### config.mk
export PLATFORM = sky130hd
export DESIGN_NAME = wb_port_arbiter
export DESIGN_NICKNAME = d
export VERILOG_FILES = /design/src/rtl/wb_port_arbiter.sv
export SDC_FILE = /design/constraint.sdc
export NUM_CORES = 1
export LEC_CHECK = 0
export CAP_MARGIN = 20
export CORE_UTILIZATION = 35
export DETAILED_ROUTE_END_ITERATION = 6
export DONT_BUFFER_PORTS = 1
export PLACE_DENSITY = 0.47
export SLEW_MARGIN = 20
export SYNTH_ARGS = -nofsm -noshare
export SYNTH_HDL_FRONTEND = slang
export SYNTH_SLANG_ARGS = --single-unit
### constraint.sdc
create_clock -name clk -period 3.4 [get_ports clk]
set_clock_uncertainty 0.2 [all_clocks]
set_input_delay 0.85 -clock clk [delete_from_list [all_inputs] [get_ports clk]]
set_output_delay 0.85 -clock clk [all_outputs]
set_load 0.01 [all_outputs]
### src/rtl/wb_port_arbiter.sv
// Register-file write-port arbiter: pipeline writeback vs. buffered long-latency results.
// FIFO results fill idle slots, or are forced in after a bounded wait by stalling the pipe.
module wb_port_arbiter #(
    parameter int DEPTH        = 4,
    parameter int STARVE_LIMIT = 3
) (
    input  logic        clk,
    input  logic        reset,
    input  logic        pipe_we,
    input  logic [4:0]  pipe_addr,
    input  logic [31:0] pipe_data,
    input  logic        lu_valid,
    input  logic [4:0]  lu_addr,
    input  logic [31:0] lu_data,
    output logic        lu_ready,
    input  logic [4:0]  q_addr,
    output logic        q_pending,
    output logic        stall_pipe,
    output logic        rf_we,
    output logic [4:0]  rf_addr,
    output logic [31:0] rf_data
);

    localparam int AW = $clog2(DEPTH);
    localparam int CW = AW + 1;
    localparam int SW = $clog2(STARVE_LIMIT + 1);
    localparam logic [CW-1:0] DEPTH_C  = CW'(DEPTH);
    localparam logic [SW-1:0] STARVE_C = SW'(STARVE_LIMIT);

    typedef logic [AW-1:0] ptr_t;

    logic [4:0]    addr_mem_q [DEPTH];
    logic [31:0]   data_mem_q [DEPTH];
    ptr_t          rd_ptr_q, rd_ptr_d;
    ptr_t          wr_ptr_q, wr_ptr_d;
    logic [CW-1:0] count_q, count_d;
    logic [SW-1:0] starve_q, starve_d;
    logic          rf_we_q, rf_we_d;
    logic [4:0]    rf_addr_q, rf_addr_d;
    logic [31:0]   rf_data_q, rf_data_d;

    logic pipe_req, fifo_empty, push;
    logic fifo_gnt, pipe_gnt, force_gnt;
    logic hit;

    assign pipe_req   = pipe_we && (pipe_addr != 5'd0);
    assign fifo_empty = (count_q == '0);
    // Ready looks at the pre-pop count, so a full FIFO never accepts in its popping cycle.
    assign lu_ready   = !reset && (count_q < DEPTH_C);
    assign push       = lu_valid && lu_ready && (lu_addr != 5'd0);
    assign stall_pipe = force_gnt && !reset;

    always_comb begin
        fifo_gnt  = 1'b0;
        pipe_gnt  = 1'b0;
        force_gnt = 1'b0;
        if (fifo_empty) begin
            pipe_gnt = pipe_req;
        end else if (!pipe_req) begin
            fifo_gnt = 1'b1;
        end else if (starve_q == STARVE_C) begin
            fifo_gnt  = 1'b1;
            force_gnt = 1'b1;
        end else begin
            pipe_gnt = 1'b1;
        end
    end

    always_comb begin
        rd_ptr_d = fifo_gnt ? rd_ptr_q + ptr_t'(1) : rd_ptr_q;
        wr_ptr_d = push ? wr_ptr_q + ptr_t'(1) : wr_ptr_q;
        count_d  = count_q;
        case ({push, fifo_gnt})
            2'b10:   count_d = count_q + CW'(1);
            2'b01:   count_d = count_q - CW'(1);
            default: count_d = count_q;
        endcase

        starve_d = starve_q;
        if (fifo_gnt || (count_d == '0)) begin
            starve_d = '0;
        end else if (pipe_gnt && !fifo_empty && (starve_q != STARVE_C)) begin
            starve_d = starve_q + SW'(1);
        end

        rf_we_d   = fifo_gnt || pipe_gnt;
        rf_addr_d = rf_addr_q;
        rf_data_d = rf_data_q;
        if (fifo_gnt) begin
            rf_addr_d = addr_mem_q[rd_ptr_q];
            rf_data_d = data_mem_q[rd_ptr_q];
        end else if (pipe_gnt) begin
            rf_addr_d = pipe_addr;
            rf_data_d = pipe_data;
        end
    end

    // An entry is live when its distance from the read pointer is below the count.
    always_comb begin
        hit = 1'b0;
        for (int i = 0; i < DEPTH; i++) begin
            if ((CW'(ptr_t'(ptr_t'(i) - rd_ptr_q)) < count_q) && (addr_mem_q[i] == q_addr)) begin
                hit = 1'b1;
            end
        end
    end

    assign q_pending = hit && (q_addr != 5'd0) && !reset;

    always_ff @(posedge clk) begin
        if (reset) begin
            rd_ptr_q  <= '0;
            wr_ptr_q  <= '0;
            count_q   <= '0;
            starve_q  <= '0;
            rf_we_q   <= 1'b0;
            rf_addr_q <= '0;
            rf_data_q <= '0;
        end else begin
            rd_ptr_q  <= rd_ptr_d;
            wr_ptr_q  <= wr_ptr_d;
            count_q   <= count_d;
            starve_q  <= starve_d;
            rf_we_q   <= rf_we_d;
            rf_addr_q <= rf_addr_d;
            rf_data_q <= rf_data_d;
        end
    end

    always_ff @(posedge clk) begin
        if (push) begin
            addr_mem_q[wr_ptr_q] <= lu_addr;
            data_mem_q[wr_ptr_q] <= lu_data;
        end
    end

    assign rf_we   = rf_we_q;
    assign rf_addr = rf_addr_q;
    assign rf_data = rf_data_q;

endmodule
==> impl_metrics.toml, run 1 <==
[logic_synthesis]
synth_area_mm2 = 0.00797
avgSynthCellArea_um2 = 16.3
synth_warnings = 0
yosysUniqueCellTypes = 40
syn_inst = 489
ys_seq_elements = 197
ys_seq_area_share_pct = 68.1
syn_nets = 583

[global_route]
grt_overflow = 0
grt_pass1_vias = 4431
gr-usage-all-layers_pct = 15.1
antenna_found_initial = 0
grt_start_max_net_pins = 51
grt_pass1_wl_um = 25900

[clocking]
cts_buffer_depth = 2
clkTransAtPathRegs_ns = 0.07
htree_levels = 4
numClockSinks = 197
hold_buffers = 0
cts_root_buffer = "clkbuf_16"
worstSkewPairLatency_ns = 0.43
numCtsBuffers = 17
cts_tree = "built"

[route]
m1WireLength_um = 7380
routed_wl_um = 17100
ant_nets = 0
met3_length_um = 1090
top_layer_used = "met4"
routedWlPerCell_um = 21.7
drtIter0Drc = 218
vias_per_cell = 5.25
first_pass_iters = 4
vias = 4140
drc = 0
met2_length_um = 8420

[die]
die_h_um = 153
die_w_um = 153
fp.dieArea_mm2 = 0.0234
core_area_mm2 = 0.0221
ios = 124
start_util_pct = 36.1
rows = 54

[sta]
finalCriticalPeriod_ns = 3.25
clock.fmax_mhz = 308
rsz0062_at_grt = "no"
whs_ns = 0.284
hold_viol = 0
setup_viol = 0
finalCritPeriodShare_pct = 95.6
drv_slew = 0
slew_headroom_pct = 58.2
worst_pin_slew_ns = 0.627
finalSetupTns_ns = 0

[cells_and_area]
fillers = 2009
area_growth_pct = 12.4
register_area_mm2 = 0.00543
fin_cells = 788
drive_gt1_share_pct = 25.8
mostFrequentLayoutCells = "edfxtp_1, nor2_1, dfxtp_1"
num_antenna_cells = 0
final_area_mm2 = 0.00895
fin_nets = 589
multi_input_area_mm2 = 0.00232
final_common_cell = "edfxtp_1"

[power_and_ir_drop]
leakagePower_nw = 2.87
irDropWorstVdd_mv = 0.420
power_mw = 6.83
p_per_area_mw_per_mm2 = 763

[placement]
dpl.hpwl_um = 11000
gp_congestion = 0.798
dp.cells = 756
placed_cell_area_mm2 = 0.00831
io_buffers = 0

[job]
maxCapViolCount = 0

[worst_hold_path]
hold_class = "in2reg"

[run_status]
status = "finished clean"

[critical_path]
crit_arrival_ns = 2.20
crit_type = "reg2out"
crit_required_ns = 2.35
crit_path_end_kind = "output pin"
cp-start-kind = "flip-flop"
timing.critical_path.fanout_max = 6
[metal layers]
metal	global-route usage, %	up-vias
li1	-	1897
met2	25.0	124
met3	4.79	13
met5	0	-
met1	18.9	2106
met4	4.62	0
[state kept, by name, summed over array words and instances (netlist names), named ones only]
register	count
wr_ptr_q	2
count_q	3
rd_ptr_q	2
addr_mem_q	20
rf_addr	5
rf_data	32
rf_we	1
data_mem_q	128
starve_q	2
[cells by family after synthesis]
kind of cell             count (synthesis)  share of synthesized area, %
flip-flops                             197                          68.1
AND/OR/NAND/NOR                        118                          8.75
XOR/XNOR                                27                          2.97
buffers and inverters                   43                          3.09
multiplexers                            38                          10.6
AO/OA/AOI/OAI                           55                          4.70
adder cells (fa/ha/maj)                 11                          1.82
[power breakdown]
part | switching [mW] | leakage (nW) | internal [mW] | total (mW)
clock | 0.938 | 0.307 | 1.19 | 2.13
sequential | 0.262 | 1.75 | 2.85 | 3.12
combinational | 0.837 | 0.814 | 0.751 | 1.59
[repair_timing]
action,4_1_cts,5_1_grt
buffers inserted,0,0
resized for setup,0,3
endpoints found under the setup margin,0,1
[worst paths after layout]
kind / start / end / slack, ns / cells past startpoint
hold / removal: reset / rf_addr[1]$_SDFFE_PP0P_ / 0.28 / 1
setup / recovery: count_q[1]$_SDFF_PP0_ / q_pending / 0.15 / 7
hold reg to reg: starve_q[1]$_SDFFE_PP0P_ / starve_q[1]$_SDFFE_PP0P_ / 0.31 / 2
setup reg to reg: count_q[0]$_SDFF_PP0_ / starve_q[1]$_SDFFE_PP0P_ / 0.81 / 10
[through the flow]
| stage | util (%) | worst slack, ns |
|---|---|---|
| 3_3_place_gp | 37.6 | 0.134 |
| 6_report | 40.5 | 0.148 |
| 4_1_cts | 40.5 | 0.0875 |
| 3_5_place_dp | 37.6 | 0.0778 |
| 2_1_floorplan | - | 0.250 |
| 5_1_grt | 40.5 | 0.0172 |
[cells in the mapped netlist]
library cell	n	share of area (%)
edfxtp_1	148	56
nor2_1	53	2.5
dfxtp_1	49	12
mux4_2	37	10
o22ai_1	34	2.7
nor3_2	30	3.8
xor2_1	19	2.1
clkbuf_1	13	0.61
inv_1	11	0.52
ha_1	10	1.6
nor3_1	8	0.50
xnor2_1	8	0.88
a21oi_1	7	0.44
a221oi_1	6	0.66
nand2_1	6	0.28
nor4_1	6	0.47
buf_4	5	0.47
and2_1	4	0.31
buf_2	4	0.25
buf_6	4	0.57
clkbuf_8	3	0.52
buf_1	2	0.094
nand2b_1	2	0.16
nand3_1	2	0.13
o21ai_0	2	0.13
or3_1	2	0.16
a2111oi_0	1	0.11
a211o_1	1	0.11
a311oi_1	1	0.11
clkbuf_2	1	0.063
fa_1	1	0.25
mux2i_1	1	0.13
nand2_2	1	0.079
nand4_1	1	0.079
nor2b_1	1	0.079
o21ai_2	1	0.11
o31ai_1	1	0.094
o31ai_4	1	0.27
or3_4	1	0.14
or4_1	1	0.094
[worst max-delay path, stage by stage (launching register included)]
cell	delay, ns
dfxtp_1	0.37
inv_1	0.15
ha_1	0.33
nor2b_1	0.05
a2111oi_1	0.36
a21oi_1	0.08
a311oi_1	0.25
buf_4	0.17
[layout make-up]
type | count | share of cell area (%)
Clock buffer | 17 | 4.75
Multi-Input combinational cell | 249 | 25.9
Sequential cell | 197 | 60.6
Inverter | 11 | 0.461
Clock inverter | 15 | 2.33
Tap cell | 280 | 3.91
Timing Repair Buffer | 19 | 2.01
No activity file was read; power rests on OpenSTA's default activity.
==> run 2, diff against run 1 <==
CORE_UTILIZATION = 57   (was 35)
PLACE_DENSITY = 0.7   (was 0.47)
==> run 2 against run 1 <==
  * Critical path depth is 1 lower
  * Core utilization is 24 points higher
  * Count of clock-buffer cells in the layout is 6 higher
  * Fmax is 2.1% higher
  * Clock power is 16% lower
  * Register-to-register slack worse by 0.02 ns
  * Combinational power is 7% lower
  * Die area is 38% lower
  * Global-route usage is 6.7 points higher
  * Cell count is 14% lower
  * Worst hold slack better by 0.021 ns
  * Critical endpoint unchanged
==> impl_metrics.toml, run 2 (synthesized netlist as in run 1, its figures left out) <==
[cells_and_area]
area_growth_pct = 8.94
fin_cells = 677
fin_nets = 582
mostFrequentLayoutCells = "edfxtp_1, nor2_1, dfxtp_1"
drive_gt1_share_pct = 23.4
num_antenna_cells = 0
largest_reg_flops = 128
final_common_cell = "edfxtp_1"
regMostFlops = "data_mem_q"

[die]
core_area_mm2 = 0.0135
rows = 42
die_w_um = 120
start_util_pct = 59.2
die_h_um = 120
ios = 124
fp.dieArea_mm2 = 0.0145

[clocking]
cts_root_buffer = "clkbuf_16"
htree_levels = 4
cts_buffer_depth = 2
numCtsBuffers = 17
hold_buffers = 0
cts_tree = "built"
clkTransAtPathRegs_ns = 0.07
numClockSinks = 197
worstSkewPairLatency_ns = 0.42

[power_and_ir_drop]
leakagePower_nw = 2.80
irDropWorstVdd_mv = 0.369
p_per_area_mw_per_mm2 = 739

[worst_hold_path]
hold_depth = 1
hold_class = "in2reg"
holdPathEnd = "rf_addr[3]$_SDFFE_PP0P_"
holdCritStartpoint = "reset"

[placement]
dp.cells = 645
gp_congestion = 0.877
io_buffers = 0
dpl.hpwl_um = 9770

[sta]
rsz0062_at_grt = "no"
finalCritPeriodShare_pct = 93.7
slew_headroom_pct = 48.7
finalSetupTns_ns = 0
finalCriticalPeriod_ns = 3.19
clock.fmax_mhz = 314
setup_viol = 0
drv_slew = 0
worst_pin_slew_ns = 0.767
whs_ns = 0.305
hold_viol = 0

[route]
first_pass_iters = 4
vias_per_cell = 6.08
drc = 0
routed_wl_um = 14900
routedWlPerCell_um = 21.9
drtIter0Drc = 285
ant_nets = 0
vias = 4117

[job]
maxCapViolCount = 0

[critical_path]
cp-start-kind = "flip-flop"
rr_endpoint = "starve_q[0]$_SDFFE_PP0P_"
rrSetupSlack_ns = 0.79
crit_path_end_kind = "output pin"
worst-r2r-cell-count = 11
crit_type = "reg2out"
crit_arrival_ns = 2.14
timing.critical_path.fanout_max = 5
r2r_start = "count_q[2]$_SDFF_PP0_"
crit_required_ns = 2.35

[global_route]
grt_pass1_vias = 4277
gr-usage-all-layers_pct = 21.8
grt_pass1_wl_um = 23000
grt_start_max_net_pins = 51
grt_overflow = 0
antenna_found_initial = 0

[run_status]
status = "finished clean"
==> run 2: cell types whose count changed in the layout (fill, tap and decap cells not counted), sizes merged <==
cell	previous run	this run
inv	17	13
bufinv	3	0
clkbuf	17	23
buf	19	12
clkinv	5	7
clkinvlp	1	0
==> run 2: layer usage <==
layer / share of wire [%] / global-route usage, % / vias to the layer above
li1: - / - / 1884
met1: 43 / 29.1 / 2095
met2: 48 / 34.6 / 121
met3: 7.1 / 6.13 / 17
met4: 1.2 / 7.48 / 0
met5: 0 / 0 / -
==> run 2: cell type report <==
class                      count  area [µm²]
multi-input combinational    249        2310
clock inverter                 9        55.1
timing repair buffer          12         153
inverter                      11        41.3
fill                         963        4770
clock buffer                  23         468
tap                          176         220
sequential                   197        5430
==> run 2: worst max-delay path: stages (launching register included) <==
cell	delay, ns
dfxtp_1	0.46
xnor2_1	0.19
inv_1	0.07
ha_1	0.27
a221oi_1	0.28
nand2_1	0.10
a311oi_2	0.34
==> run 2: power by group <==
group | switching (mW) | internal [mW] | leakage [nW]
registers | 0.298 | 2.86 | 1.75
logic | 0.754 | 0.729 | 0.781
clock network | 0.807 | 0.972 | 0.263
==> run 2: how the worst max path moves through the flow <==
stage,endpoint,slack (ns),startpoint,depth (start not counted)
global route,q_pending,0.05,rd_ptr_q[0]$_SDFFE_PP0N_,6
floorplan,starve_q[0]$_SDFFE_PP0P_,0.25,pipe_addr[4],12
global placement,starve_q[1]$_SDFFE_PP0P_,0.15,pipe_addr[4],12
finish,q_pending,0.21,rd_ptr_q[0]$_SDFFE_PP0N_,6
CTS,q_pending,0.10,rd_ptr_q[0]$_SDFFE_PP0N_,6
detailed placement,starve_q[0]$_SDFFE_PP0P_,0.08,pipe_addr[4],12
==> run 2: repair_timing <==
item	in CTS	in global routing
resized for setup	0	1
buffers inserted	0	0
endpoints found under the setup margin	0	1
==> run 2: stage by stage <==
step	total power, mW	cell area, µm²	worst slack, ns	util (%)
after floorplan	4.40	7970	0.250	-
after global placement	4.65	8150	0.153	60.6
after detailed placement	4.70	8150	0.0815	60.6
after CTS	6.47	8670	0.101	64.5
after global routing	6.72	8680	0.0518	64.5
final	6.41	8680	0.214	64.5
